`src/rtl/button_switch_avmm_slave_if.sv`:
```
// Avalon-MM slave port plus level interrupt line for the button/switch responder.
interface button_switch_avmm_slave_if;
    logic [1:0]  avs_address;
    logic        avs_read;
    logic        avs_write;
    logic [31:0] avs_writedata;
    logic [31:0] avs_readdata;
    logic        irq;

    modport master (
        output avs_address, avs_read, avs_write, avs_writedata,
        input  avs_readdata, irq
    );

    modport slave (
        input  avs_address, avs_read, avs_write, avs_writedata,
        output avs_readdata, irq
    );
endinterface

```
`src/rtl/button_switch_avmm_slave.sv`:
```
// Debounced pushbutton/switch reader with press-edge latching, interrupt mask,
// and a 4-word Avalon-MM register map (STATUS, EDGE W1C, MASK, ID).
module button_switch_avmm_slave #(
    parameter int          DEBOUNCE_CYCLES = 500000,
    parameter int          CNT_W           = 19,
    parameter logic [31:0] ID_VALUE        = 32'h0DE0_0001
) (
    input  logic                            clk_clk,
    input  logic                            reset_reset_n,
    input  logic [2:0]                      ORG_BUTTON,
    input  logic [9:0]                      SW,
    button_switch_avmm_slave_if.slave       avs
);
    localparam int NB = 13;
    localparam logic [CNT_W-1:0] CNT_LAST = CNT_W'(DEBOUNCE_CYCLES - 1);

    // Bit layout of every per-input vector: [9:0] switches, [12:10] buttons (1 = pressed).
    logic [NB-1:0]            raw;
    logic [NB-1:0]            sync1_q, sync2_q;
    logic [NB-1:0]            stable_q, stable_d;
    logic [NB-1:0][CNT_W-1:0] cnt_q, cnt_d;
    logic [2:0]               edge_q, edge_d;
    logic [2:0]               mask_q, mask_d;
    logic [2:0]               press;
    logic [31:0]              rdata_q, rdata_d;
    logic                     irq_q, irq_d;
    logic                     unused_wdata;

    assign raw          = {~ORG_BUTTON, SW};
    assign unused_wdata = ^avs.avs_writedata[31:3];

    always_comb begin
        stable_d = stable_q;
        cnt_d    = cnt_q;
        for (int i = 0; i < NB; i++) begin
            if (sync2_q[i] == stable_q[i]) begin
                cnt_d[i] = '0;
            end else if (cnt_q[i] == CNT_LAST) begin
                stable_d[i] = sync2_q[i];
                cnt_d[i]    = '0;
            end else begin
                cnt_d[i] = cnt_q[i] + 1'b1;
            end
        end

        press = stable_d[12:10] & ~stable_q[12:10];

        // A new press on the same bit as a W1C clear must survive, so OR it in last.
        edge_d = edge_q;
        if (avs.avs_write && avs.avs_address == 2'd1) begin
            edge_d = edge_q & ~avs.avs_writedata[2:0];
        end
        edge_d = edge_d | press;

        mask_d = mask_q;
        if (avs.avs_write && avs.avs_address == 2'd2) begin
            mask_d = avs.avs_writedata[2:0];
        end

        rdata_d = rdata_q;
        if (avs.avs_read) begin
            case (avs.avs_address)
                2'd0:    rdata_d = {13'b0, stable_q[12:10], 6'b0, stable_q[9:0]};
                2'd1:    rdata_d = {29'b0, edge_q};
                2'd2:    rdata_d = {29'b0, mask_q};
                default: rdata_d = ID_VALUE;
            endcase
        end

        irq_d = |(edge_q & mask_q);
    end

    always_ff @(posedge clk_clk) begin
        if (!reset_reset_n) begin
            sync1_q  <= '0;
            sync2_q  <= '0;
            stable_q <= '0;
            cnt_q    <= '0;
            edge_q   <= '0;
            mask_q   <= '0;
            rdata_q  <= '0;
            irq_q    <= 1'b0;
        end else begin
            sync1_q  <= raw;
            sync2_q  <= sync1_q;
            stable_q <= stable_d;
            cnt_q    <= cnt_d;
            edge_q   <= edge_d;
            mask_q   <= mask_d;
            rdata_q  <= rdata_d;
            irq_q    <= irq_d;
        end
    end

    assign avs.avs_readdata = rdata_q;
    assign avs.irq          = irq_q;
endmodule

```
`src/flat_wrapper.sv`:
```
// flat-port wrapper written by rule: the top's interface ports become plain ports
module button_switch_avmm_slave_flat 
#(
    parameter int          DEBOUNCE_CYCLES = 500000,
    parameter int          CNT_W           = 19,
    parameter logic [31:0] ID_VALUE        = 32'h0DE0_0001
)
  (clk_clk, reset_reset_n, ORG_BUTTON, SW, avs_avs_address, avs_avs_read, avs_avs_write, avs_avs_writedata, avs_avs_readdata, avs_irq);
  button_switch_avmm_slave_if avs_i ();
  input  logic clk_clk;
  input  logic reset_reset_n;
  input  logic [2:0] ORG_BUTTON;
  input  logic [9:0] SW;
  input wire logic [$bits(avs_i.avs_address)-1:0] avs_avs_address;
  input wire logic [$bits(avs_i.avs_read)-1:0] avs_avs_read;
  input wire logic [$bits(avs_i.avs_write)-1:0] avs_avs_write;
  input wire logic [$bits(avs_i.avs_writedata)-1:0] avs_avs_writedata;
  output wire logic [$bits(avs_i.avs_readdata)-1:0] avs_avs_readdata;
  output wire logic [$bits(avs_i.irq)-1:0] avs_irq;
  assign avs_i.avs_address = avs_avs_address;
  assign avs_i.avs_read = avs_avs_read;
  assign avs_i.avs_write = avs_avs_write;
  assign avs_i.avs_writedata = avs_avs_writedata;
  assign avs_avs_readdata = avs_i.avs_readdata;
  assign avs_irq = avs_i.irq;
  button_switch_avmm_slave #(.DEBOUNCE_CYCLES(DEBOUNCE_CYCLES), .CNT_W(CNT_W), .ID_VALUE(ID_VALUE)) u_core (.clk_clk(clk_clk), .reset_reset_n(reset_reset_n), .ORG_BUTTON(ORG_BUTTON), .SW(SW), .avs(avs_i));
endmodule
```
`config.mk`:
```
export PLATFORM = sky130hd
export DESIGN_NAME = button_switch_avmm_slave_flat
export DESIGN_NICKNAME = d
export VERILOG_FILES = /design/src/rtl/button_switch_avmm_slave_if.sv /design/src/rtl/button_switch_avmm_slave.sv /design/src/flat_wrapper.sv
export SDC_FILE = /design/constraint.sdc
export NUM_CORES = 1
export LEC_CHECK = 0
export CAP_MARGIN = 20
export CORE_MARGIN = 4
export CORE_UTILIZATION = 41
export CTS_CLUSTER_DIAMETER = 100
export CTS_CLUSTER_SIZE = 28
export DETAILED_ROUTE_END_ITERATION = 12
export MAX_ROUTING_LAYER = met4
export PLACE_DENSITY = 0.65
export REMOVE_ABC_BUFFERS = 1
export SYNTH_ARGS = -nofsm -noshare
export SYNTH_HDL_FRONTEND = slang
export SYNTH_SLANG_ARGS = --single-unit
```
`constraint.sdc`:
```
create_clock -name clk_clk -period 4.35 [get_ports clk_clk]
set_input_delay 0.6525 -clock clk_clk [delete_from_list [all_inputs] [get_ports clk_clk]]
set_output_delay 0.6525 -clock clk_clk [all_outputs]
set_load 0.05 [all_outputs]
```
==> results of run 1 <==
==> stage by stage <==
| stage | std cells | setup slack (ps) |
|---|---|---|
| after floorplan | 1487 | 1484 |
| after global placement | 1976 | 1808 |
| after detailed placement | 1979 | 1789 |
| after CTS | 1998 | 1821 |
| after global routing | 2002 | 1781 |
| final | 2002 | 1862 |
==> cell type report <==
cell class | instances | area, um2
inverter | 50 | 187.7
clock inverter | 4 | 98.84
fill | 3150 | 17750
multi-input combinational | 1130 | 6844
clock buffer | 15 | 375.4
tap | 442 | 553.0
sequential | 307 | 6146
timing repair buffer | 50 | 484.2
antenna | 4 | 10.01
==> routing by layer <==
metal,global-route usage,vias to the layer above
met5,-,-
met4,0.04619,0
met3,0.01844,30
met2,0.2378,117
met1,0.1925,4904
li1,-,5425
==> cells in the final DEF (no fill, tap or decap), types with 3 or more instances in the layout <==
cell and count:
clkbuf_16 15, and4_1 24, nor4b_1 6, diode_2 4
xnor2_1 79, xor2_1 83, conb_1 13, o21ai_0 45
nand3_1 99, mux2i_1 5, o21bai_2 5, or4b_1 3
buf_6 3, ha_1 13, and2_1 30, dfxtp_1 307
nor4bb_1 5, o31ai_1 34, o21bai_1 4, a21oi_1 95
or3_1 54, nor3_1 21, nand2b_1 4, nand4_1 59
buf_4 6, or2_2 7, nor4_1 35, nor2b_1 12
inv_1 50, or4_1 40, nor2_1 210, o21a_1 7
or4b_2 6, and3_1 13, clkdlybuf4s50_1 40, nand2_1 89
==> state kept, by name, indices dropped and copies added, names as in the netlist <==
register and cells:
u_core.sync1_q 13, u_core.mask_q 3, u_core.cnt_q 247, u_core.stable_q 13, u_core.avs.avs_readdata 14, u_core.edge_q 3, u_core.avs.irq 1, u_core.sync2_q 13
==> synthesized netlist by cell type (6+ instances only) <==
| cell | instances |
|---|---|
| buf_4 | 21 |
| o21a_1 | 7 |
| or3_1 | 54 |
| nor2b_1 | 12 |
| nand4_1 | 59 |
| dfxtp_1 | 307 |
| ha_1 | 13 |
| xnor2_1 | 79 |
| or2_2 | 7 |
| nor2_1 | 210 |
| clkbuf_1 | 31 |
| and2_1 | 30 |
| nor3_1 | 21 |
| and3_1 | 13 |
| nand3_1 | 99 |
| inv_1 | 50 |
| nand2_1 | 89 |
| nor4b_1 | 6 |
| xor2_1 | 83 |
| or4_1 | 40 |
| o21ai_0 | 45 |
| and4_1 | 24 |
| nor4_1 | 35 |
| or4b_2 | 6 |
| o31ai_1 | 34 |
| a21oi_1 | 95 |
==> power breakdown <==
| group | switching (W) | internal [W] | leakage, nW |
|---|---|---|---|
| clock network | 0.000907 | 0.000766 | 0.229 |
| logic | 0.0000924 | 0.0000436 | 1.63 |
| registers | 0.0000107 | 0.00283 | 2.48 |
| total | 0.00101 | 0.00364 | 4.34 |
==> logic make-up (layout without fill, tap and decap cells) <==
| logic type | after synthesis | after routing |
|---|---|---|
| adders and majority gates | 13 | 13 |
| buffers and inverters | 113 | 119 |
| xor gates and xnor gates | 162 | 162 |
| muxes | 7 | 7 |
| AOI/OAI and AO/OA | 204 | 204 |
| DFF | 307 | 307 |
| and+or+nand+nor | 731 | 731 |
| other | 1 | 17 |
==> worst paths after layout <==
kind	end	slack, ps	cells after the start
max	avs_avs_readdata[27]	1860	1
min	u_core.sync2_q[10]$_SDFF_PN0_	440	1
max reg2reg	u_core.cnt_q[237]$_SDFF_PP0_	2100	4
min reg2reg	u_core.sync2_q[10]$_SDFF_PN0_	440	1
==> flow_summary.json, run 1 <==
{
  "outcome": "finished, final reports clean",
  "wl_per_cell_um": 13.16,
  "die_h_um": 189.2,
  "crit_family": "buffers and inverters",
  "cp.arrival_ps": 1840,
  "io_pins": 84,
  "synthXorXnorAreaFrac": 0.1054,
  "drive_above_1_share": 0.03985,
  "path_class": "reg -> out",
  "grt_setup_unrepaired": "false",
  "cts_tree": "yes",
  "cts_sinks": 307,
  "hold_violations": 0,
  "timing.critical_path.cells": "clkdlybuf4s50_1",
  "cts.path.max_buffers": 3,
  "antenna_found_initial": 4,
  "synth.avg_cell_area_um2": 8.756,
  "cap_violations": 0,
  "hpwlAfterDp_um": 18400,
  "grt_pass1_vias": 9652,
  "cts.clk_slew.worst_paths_ps": 110,
  "synthMuxAreaShare": 0.005389,
  "reg2reg_from": "u_core.cnt_q[237]$_SDFF_PP0_",
  "slew_viol_final": 0,
  "fin_crit_ps": 2488,
  "die_area_mm2": 0.03581,
  "total_power_w": 0.004646,
  "dr.pass1.iters": 5,
  "cts_buffers": 15,
  "cp-start-kind": "flip-flop",
  "tns_ps": 0,
  "insertion_delay_ps": 510,
  "drc": 0,
  "cp_slowest_stage_delay_ps": 860,
  "startpoint": "u_core.avs.avs_readdata[26]$_SDFFE_PN0P_",
  "cp_max_fo": 7,
  "worst_pin_slew_ps": 820.1,
  "synth-compound-area-share": 0.09142,
  "synth_top_area_frac": 0.4564,
  "fin_area_mm2": 0.01470,
  "post-route-period-util": 0.5720,
  "routed.top_layer": "met4",
  "dr_wl_met2_um": 12210,
  "start_util": 0.4150,
  "ant_nets": 0,
  "crit_path_top_delay_cell": "clkdlybuf4s50_1",
  "port_buffers": 41,
  "cts_root_buf": "clkbuf_16",
  "hold_buffers": 0,
  "grt_max_degree": 29,
  "viasPerCell": 5.233,
  "placed_area_mm2": 0.01421,
  "cts_setup_buffers": 0,
  "yosysSeqAreaShare": 0.4564,
  "utilization": 0.4529,
  "hold_ws_ps": 444.4,
  "grt_pass1_wl_um": 44870,
  "skew_ps": 20.05,
  "yosys.area_share.simple": 0.2900,
  "required_ps": 3700,
  "synth_top_flop_cell": "dfxtp_1",
  "yosysWarnings": 0,
  "drt-total-wl_um": 26340,
  "cts.htree.levels": 1,
  "wl_met1_um": 12720,
  "yosysUniqueCellTypes": 61,
  "ys_ff_latch": 307,
  "die_w_um": 189.2,
  "yosysTopAreaCell": "dfxtp_1",
  "area_growth_pct": 9.152,
  "slew_headroom": 0.4527,
  "wl_met3_um": 780,
  "max-vdd-ir-drop_v": 0.0001927,
  "cp-end-kind": "primary output",
  "synth_async_sr_flop_share": 0,
  "post_cts_resized": 0,
  "nets": 1618,
  "setup_viol": 0,
  "syn_inst": 1538,
  "grt_usage": 0.1466,
  "synth_edf_count": 0,
  "std_cell_rows": 66,
  "cellLeakagePower_nw": 4.339,
  "p_per_area_mw_per_mm2": 316.1,
  "core_mm2": 0.03245,
  "hold_path.class": "reg -> reg",
  "syn_area_mm2": 0.01347,
  "place.gp.congestion": 0.8411,
  "synthAdderAreaFrac": 0.01208,
  "drt-initial-drc-count": 679,
  "min_from": "u_core.sync1_q[10]$_SDFF_PN0_",
  "synth_area_leaders": "dfxtp_1 46%, nor2_1 5.9%, xor2_1 5.4%, xnor2_1 5.1%, nand3_1 3.7%",
  "grt_overflow_total": 0,
  "fmax_ghz": 0.4019,
  "cp.buffers_inverters": 1,
  "routed-via-count": 10476,
  "synth_top_family_by_area": "simple AND/OR/NAND/NOR gates"
}
No activity file was read; power rests on OpenSTA's default activity.
==> run 2: changes to the inputs <==
Clock period 4.35 ns to 2.3 ns, I/O delays scaled along.
==> run 2 against run 1 <==
Worst setup slack got worse by 1700 ps; core utilization rose by 0.30 points; clock-buffer cell count rose by 1; non-clock buffer count rose by 19; cell count rose by 0.85%; sequential cell count did not move; largest power group unchanged.
==> flow_summary.json, run 2 (synthesis results as in run 1) <==
{
  "outcome": "finished, final reports clean",
  "final_cell_mix": "307 x dfxtp_1, 210 x nor2_1, 99 x nand3_1",
  "layout_commonest_cell": "dfxtp_1",
  "startpoint": "u_core.avs.avs_readdata[26]$_SDFFE_PN0P_",
  "p_int_w": 0.006689,
  "reg2reg_from": "u_core.cnt_q[182]$_SDFF_PP0_",
  "hold_ws_ps": 329.7,
  "grt_pass1_vias": 9921,
  "cts.path.max_buffers": 3,
  "hold_path.class": "in -> reg",
  "grt_max_degree": 29,
  "die_area_mm2": 0.03581,
  "worst_pin_slew_ps": 605.7,
  "dr.pass1.iters": 8,
  "std_cell_rows": 66,
  "drc": 0,
  "drt-initial-drc-count": 506,
  "start_util": 0.4150,
  "die_h_um": 189.2,
  "dp.cells": 1997,
  "nets": 1637,
  "drive_above_1_share": 0.05083,
  "grt_setup_unrepaired": "false",
  "fmax_ghz": 0.4664,
  "grt_pass1_wl_um": 46020,
  "setup_viol": 0,
  "cts.clk_slew.worst_paths_ps": 100,
  "p_per_area_mw_per_mm2": 579.1,
  "cp_max_fo": 7,
  "cellLeakagePower_nw": 4.404,
  "cts_setup_buffers": 0,
  "grt_overflow_total": 0,
  "die_w_um": 189.2,
  "wl_per_cell_um": 13.18,
  "post-route-period-util": 0.9323,
  "switching_share": 0.2194,
  "cap_violations": 0,
  "required_ps": 1960,
  "clock_power_share": 0.342,
  "max-vdd-ir-drop_v": 0.0003479,
  "utilization": 0.4559,
  "cts_tree": "yes",
  "area_growth_pct": 9.876,
  "finalNonFillerCells": 2019,
  "hold_buffers": 0,
  "grt_usage": 0.1507,
  "cts.htree.levels": 1,
  "place.gp.congestion": 0.8478,
  "fin_crit_ps": 2144,
  "cp-end-kind": "primary output",
  "io_pins": 84,
  "hold_violations": 0,
  "path_class": "reg -> out",
  "cp_slowest_stage_delay_ps": 860,
  "post_cts_resized": 0,
  "pwr-share-seq": 0.626,
  "skew_ps": 22.65,
  "port_buffers": 41,
  "drt-total-wl_um": 26610,
  "core_mm2": 0.03245,
  "viasPerCell": 5.214,
  "pwr-share-comb": 0.031,
  "cp.arrival_ps": 1800,
  "slew_viol_final": 0,
  "crit_family": "buffers and inverters",
  "timing.critical_path.cells": "clkdlybuf4s50_1",
  "cts_buffers": 15,
  "hpwlAfterDp_um": 18800,
  "switching_power_w": 0.001880,
  "antenna_found_initial": 3,
  "cts_root_buf": "clkbuf_16",
  "min_from": "reset_reset_n",
  "crit_path_top_delay_cell": "clkdlybuf4s50_1",
  "routed-via-count": 10527,
  "cp.buffers_inverters": 1,
  "ant_nets": 0,
  "cp-start-kind": "flip-flop",
  "insertion_delay_ps": 490,
  "cts_sinks": 307,
  "slew_headroom": 0.5949,
  "regMostFlops": "u_core.cnt_q",
  "largest_reg_flops": 247
}
## run 2: cell types whose count changed in the layout (fill, tap and decap cells not counted)
cell | before | now
buf_6 | 3 | 1
buf_12 | 0 | 1
clkbuf_8 | 0 | 1
diode_2 | 4 | 3
clkinvlp_4 | 0 | 1
bufinv_16 | 2 | 0
buf_4 | 6 | 26
inv_6 | 1 | 0
## run 2: final timing paths
check / to / slack [ps] / depth (start not counted)
max: avs_avs_readdata[27] / 160 / 1
min: u_core.sync1_q[11]$_SDFF_PN0_ / 330 / 3
max reg2reg: u_core.cnt_q[183]$_SDFF_PP0_ / 220 / 4
min reg2reg: u_core.sync2_q[4]$_SDFF_PN0_ / 440 / 1
## run 2: stage by stage
| stage | cell area, um2 | power [W] | worst slack, ps | TNS, ps |
|---|---|---|---|---|
| 2_1_floorplan | 13170 | 0.005631 | -270.0 | -1821 |
| 3_3_place_gp | 14340 | 0.005759 | 96.52 | 0 |
| 3_5_place_dp | 14360 | 0.005762 | 119.9 | 0 |
| 4_1_cts | 14780 | 0.008749 | 102.2 | 0 |
| 5_1_grt | 14800 | 0.008943 | 67.31 | 0 |
| 6_report | 14800 | 0.008569 | 155.8 | 0 |
## run 2: power groups by stage
stage | Clock (W) | Combinational, W | Sequential (W)
floorplan | 0 | 0.000124 | 0.00551
global placement | 0 | 0.000271 | 0.00549
detailed placement | 0 | 0.000273 | 0.00549
CTS | 0.00311 | 0.000274 | 0.00537
global route | 0.00327 | 0.000295 | 0.00537
finish | 0.00293 | 0.000269 | 0.00537
## run 2: layout make-up
cell class | count | area (um2)
multi-input cells | 1130 | 6844
repair buffers | 69 | 631.9
fillers | 3172 | 17660
clock buffers | 16 | 389.1
flip-flops and latches | 307 | 6146
inverters | 50 | 187.7
clock inverters | 2 | 37.54
diodes | 3 | 7.507
well taps | 442 | 553.0
## run 2: layer usage
layer,track usage,vias to the layer above,part of all wire
met5,-,-,0
met3,0.01825,38,0.024
met4,0.04591,0,0.023
met2,0.2469,101,0.47
met1,0.1971,4927,0.49
li1,-,5461,-
==> run 3: changes to the inputs <==
Settings changed: REMOVE_ABC_BUFFERS 1 to default.
==> run 3 against run 2 <==
Cell count decreased by 0.50%; routed wire length shrank 3.1%; sequential cell count is the same; clock power shrank 4%; clock skew fell by 12 ps; non-clock buffer count down 5; worst hold slack improved by 42 ps; global-route usage is 0.62 points lower; sequential power about the same; register-to-register slack lost 20 ps; critical path type unchanged; highest routed layer unchanged.
==> flow_summary.json, run 3 (synthesis results as in run 1) <==
{
  "area_growth_pct": 9.217,
  "regMostFlops": "u_core.cnt_q",
  "drt-initial-drc-count": 442,
  "port_buffers": 41,
  "fmax_ghz": 0.4526,
  "grt_pass1_wl_um": 44520,
  "cts_buffers": 14,
  "grt_pass1_vias": 9601,
  "path_class": "reg -> out",
  "cp-end-kind": "primary output",
  "core_mm2": 0.03245,
  "nets": 1631,
  "grt_setup_unrepaired": "false",
  "dr.pass1.iters": 5,
  "viasPerCell": 5.205,
  "drive_above_1_share": 0.04595,
  "cp.arrival_ps": 1860,
  "timing.critical_path.cells": "clkdlybuf4s50_1",
  "antenna_found_initial": 0,
  "cp_slowest_stage_delay_ps": 870,
  "final_cell_mix": "307 x dfxtp_1, 210 x nor2_1, 99 x nand3_1",
  "slew_viol_final": 0,
  "cts_setup_buffers": 0,
  "drt-total-wl_um": 25780,
  "cts.path.max_buffers": 3,
  "cts.clk_slew.worst_paths_ps": 100,
  "hold_path.class": "in -> reg",
  "grt_overflow_total": 0,
  "hpwlAfterDp_um": 18030,
  "cap_violations": 0,
  "skew_ps": 11.10,
  "cts_sinks": 307,
  "worst_pin_slew_ps": 597.4,
  "slew_headroom": 0.5980,
  "setup_viol": 0,
  "cp-start-kind": "flip-flop",
  "dp.cells": 1993,
  "max-vdd-ir-drop_v": 0.0004559,
  "start_util": 0.4150,
  "std_cell_rows": 66,
  "crit_path_top_delay_cell": "clkdlybuf4s50_1",
  "grt_usage": 0.1445,
  "antennaDiodeCount": 0,
  "routed-via-count": 10457,
  "insertion_delay_ps": 500,
  "outcome": "finished, final reports clean",
  "ant_nets": 0,
  "io_pins": 84,
  "drc": 0,
  "finalNonFillerCells": 2009,
  "required_ps": 1960,
  "fin_crit_ps": 2209,
  "post-route-period-util": 0.9605,
  "cp_max_fo": 7,
  "cellLeakagePower_nw": 4.408,
  "place.gp.congestion": 0.8194,
  "wl_per_cell_um": 12.83,
  "layout_commonest_cell": "dfxtp_1",
  "cts_tree": "yes",
  "p_per_area_mw_per_mm2": 574.0,
  "cts.htree.levels": 1,
  "nFillCells": 3178,
  "grt_max_degree": 29,
  "crit_family": "buffers and inverters",
  "die_h_um": 189.2,
  "cp.buffers_inverters": 1,
  "die_area_mm2": 0.03581,
  "hold_violations": 0,
  "die_w_um": 189.2,
  "tns_ps": 0,
  "largest_reg_flops": 247,
  "cts_root_buf": "clkbuf_16"
}
-- run 3: cell types whose count changed in the layout (fill, tap and decap cells not counted) --
cell | before | now
buf_4 | 26 | 22
clkdlybuf4s50_1 | 40 | 37
diode_2 | 3 | 0
dlymetal6s2s_1 | 0 | 3
buf_6 | 1 | 0
clkbuf_1 | 0 | 1
clkbuf_8 | 1 | 0
clkinv_16 | 1 | 0
clkinvlp_4 | 1 | 0
-- run 3: what timing repair did --
action,in CTS,in global routing
gates resized for setup,0,3
setup endpoints to repair,0,6
hold buffers,0,0
-- run 3: layout make-up --
type,instances,area (um2),share of cell area
Inverter,50,187.7,0.01276
Multi-Input combinational cell,1130,6844,0.4653
Tap cell,442,553.0,0.03760
Clock buffer,16,379.1,0.02578
Timing Repair Buffer,64,598.1,0.04066
Sequential cell,307,6146,0.4179
-- run 3: metal layers --
| metal | track usage | vias up | part of all wire |
|---|---|---|---|
| met2 | 0.2329 | 110 | 0.45 |
| met5 | - | - | 0 |
| met4 | 0.02615 | 0 | 0.016 |
| met1 | 0.1988 | 4871 | 0.50 |
| li1 | - | 5453 | - |
| met3 | 0.01862 | 23 | 0.029 |
-- run 3: worst reg2reg max path, cell delays in order, from the launching register on --
cell and delay (ps):
dfxtp_1 380, or4_1 550, or4_4 560, o21bai_4 390, nor2_1 100
-- run 3: worst paths after layout --
check	from	to	slack, ps	depth (start not counted)
worst max-delay path	u_core.avs.avs_readdata[26]$_SDFFE_PN0P_	avs_avs_readdata[21]	90	1
worst min-delay path	ORG_BUTTON[1]	u_core.sync1_q[11]$_SDFF_PN0_	370	2
worst max register to register	u_core.cnt_q[178]$_SDFF_PP0_	u_core.cnt_q[178]$_SDFF_PP0_	200	4
worst min register to register	u_core.sync1_q[0]$_SDFF_PN0_	u_core.sync2_q[0]$_SDFF_PN0_	440	1
-- run 3: where the power goes --
part	internal [W]	switching (W)
logic	0.0000909	0.000176
registers	0.00535	0.0000211
clock network	0.00118	0.00162
total	0.00662	0.00182
-- run 3: through the flow --
| stage | util | area, um2 | power (W) | hold slack (ps) | setup WS (ps) |
|---|---|---|---|---|---|
| floorplan | - | 13510 | 0.005674 | 411.7 | 341.7 |
| global placement | 0.4413 | 14320 | 0.005756 | 416.4 | 227.9 |
| detailed placement | 0.4413 | 14320 | 0.005758 | 418.1 | 192.8 |
| CTS | 0.4530 | 14700 | 0.008589 | 354.8 | 35.13 |
| global route | 0.4532 | 14710 | 0.008778 | 358.5 | 0.3131 |
| finish | 0.4532 | 14710 | 0.008443 | 371.3 | 90.77 |
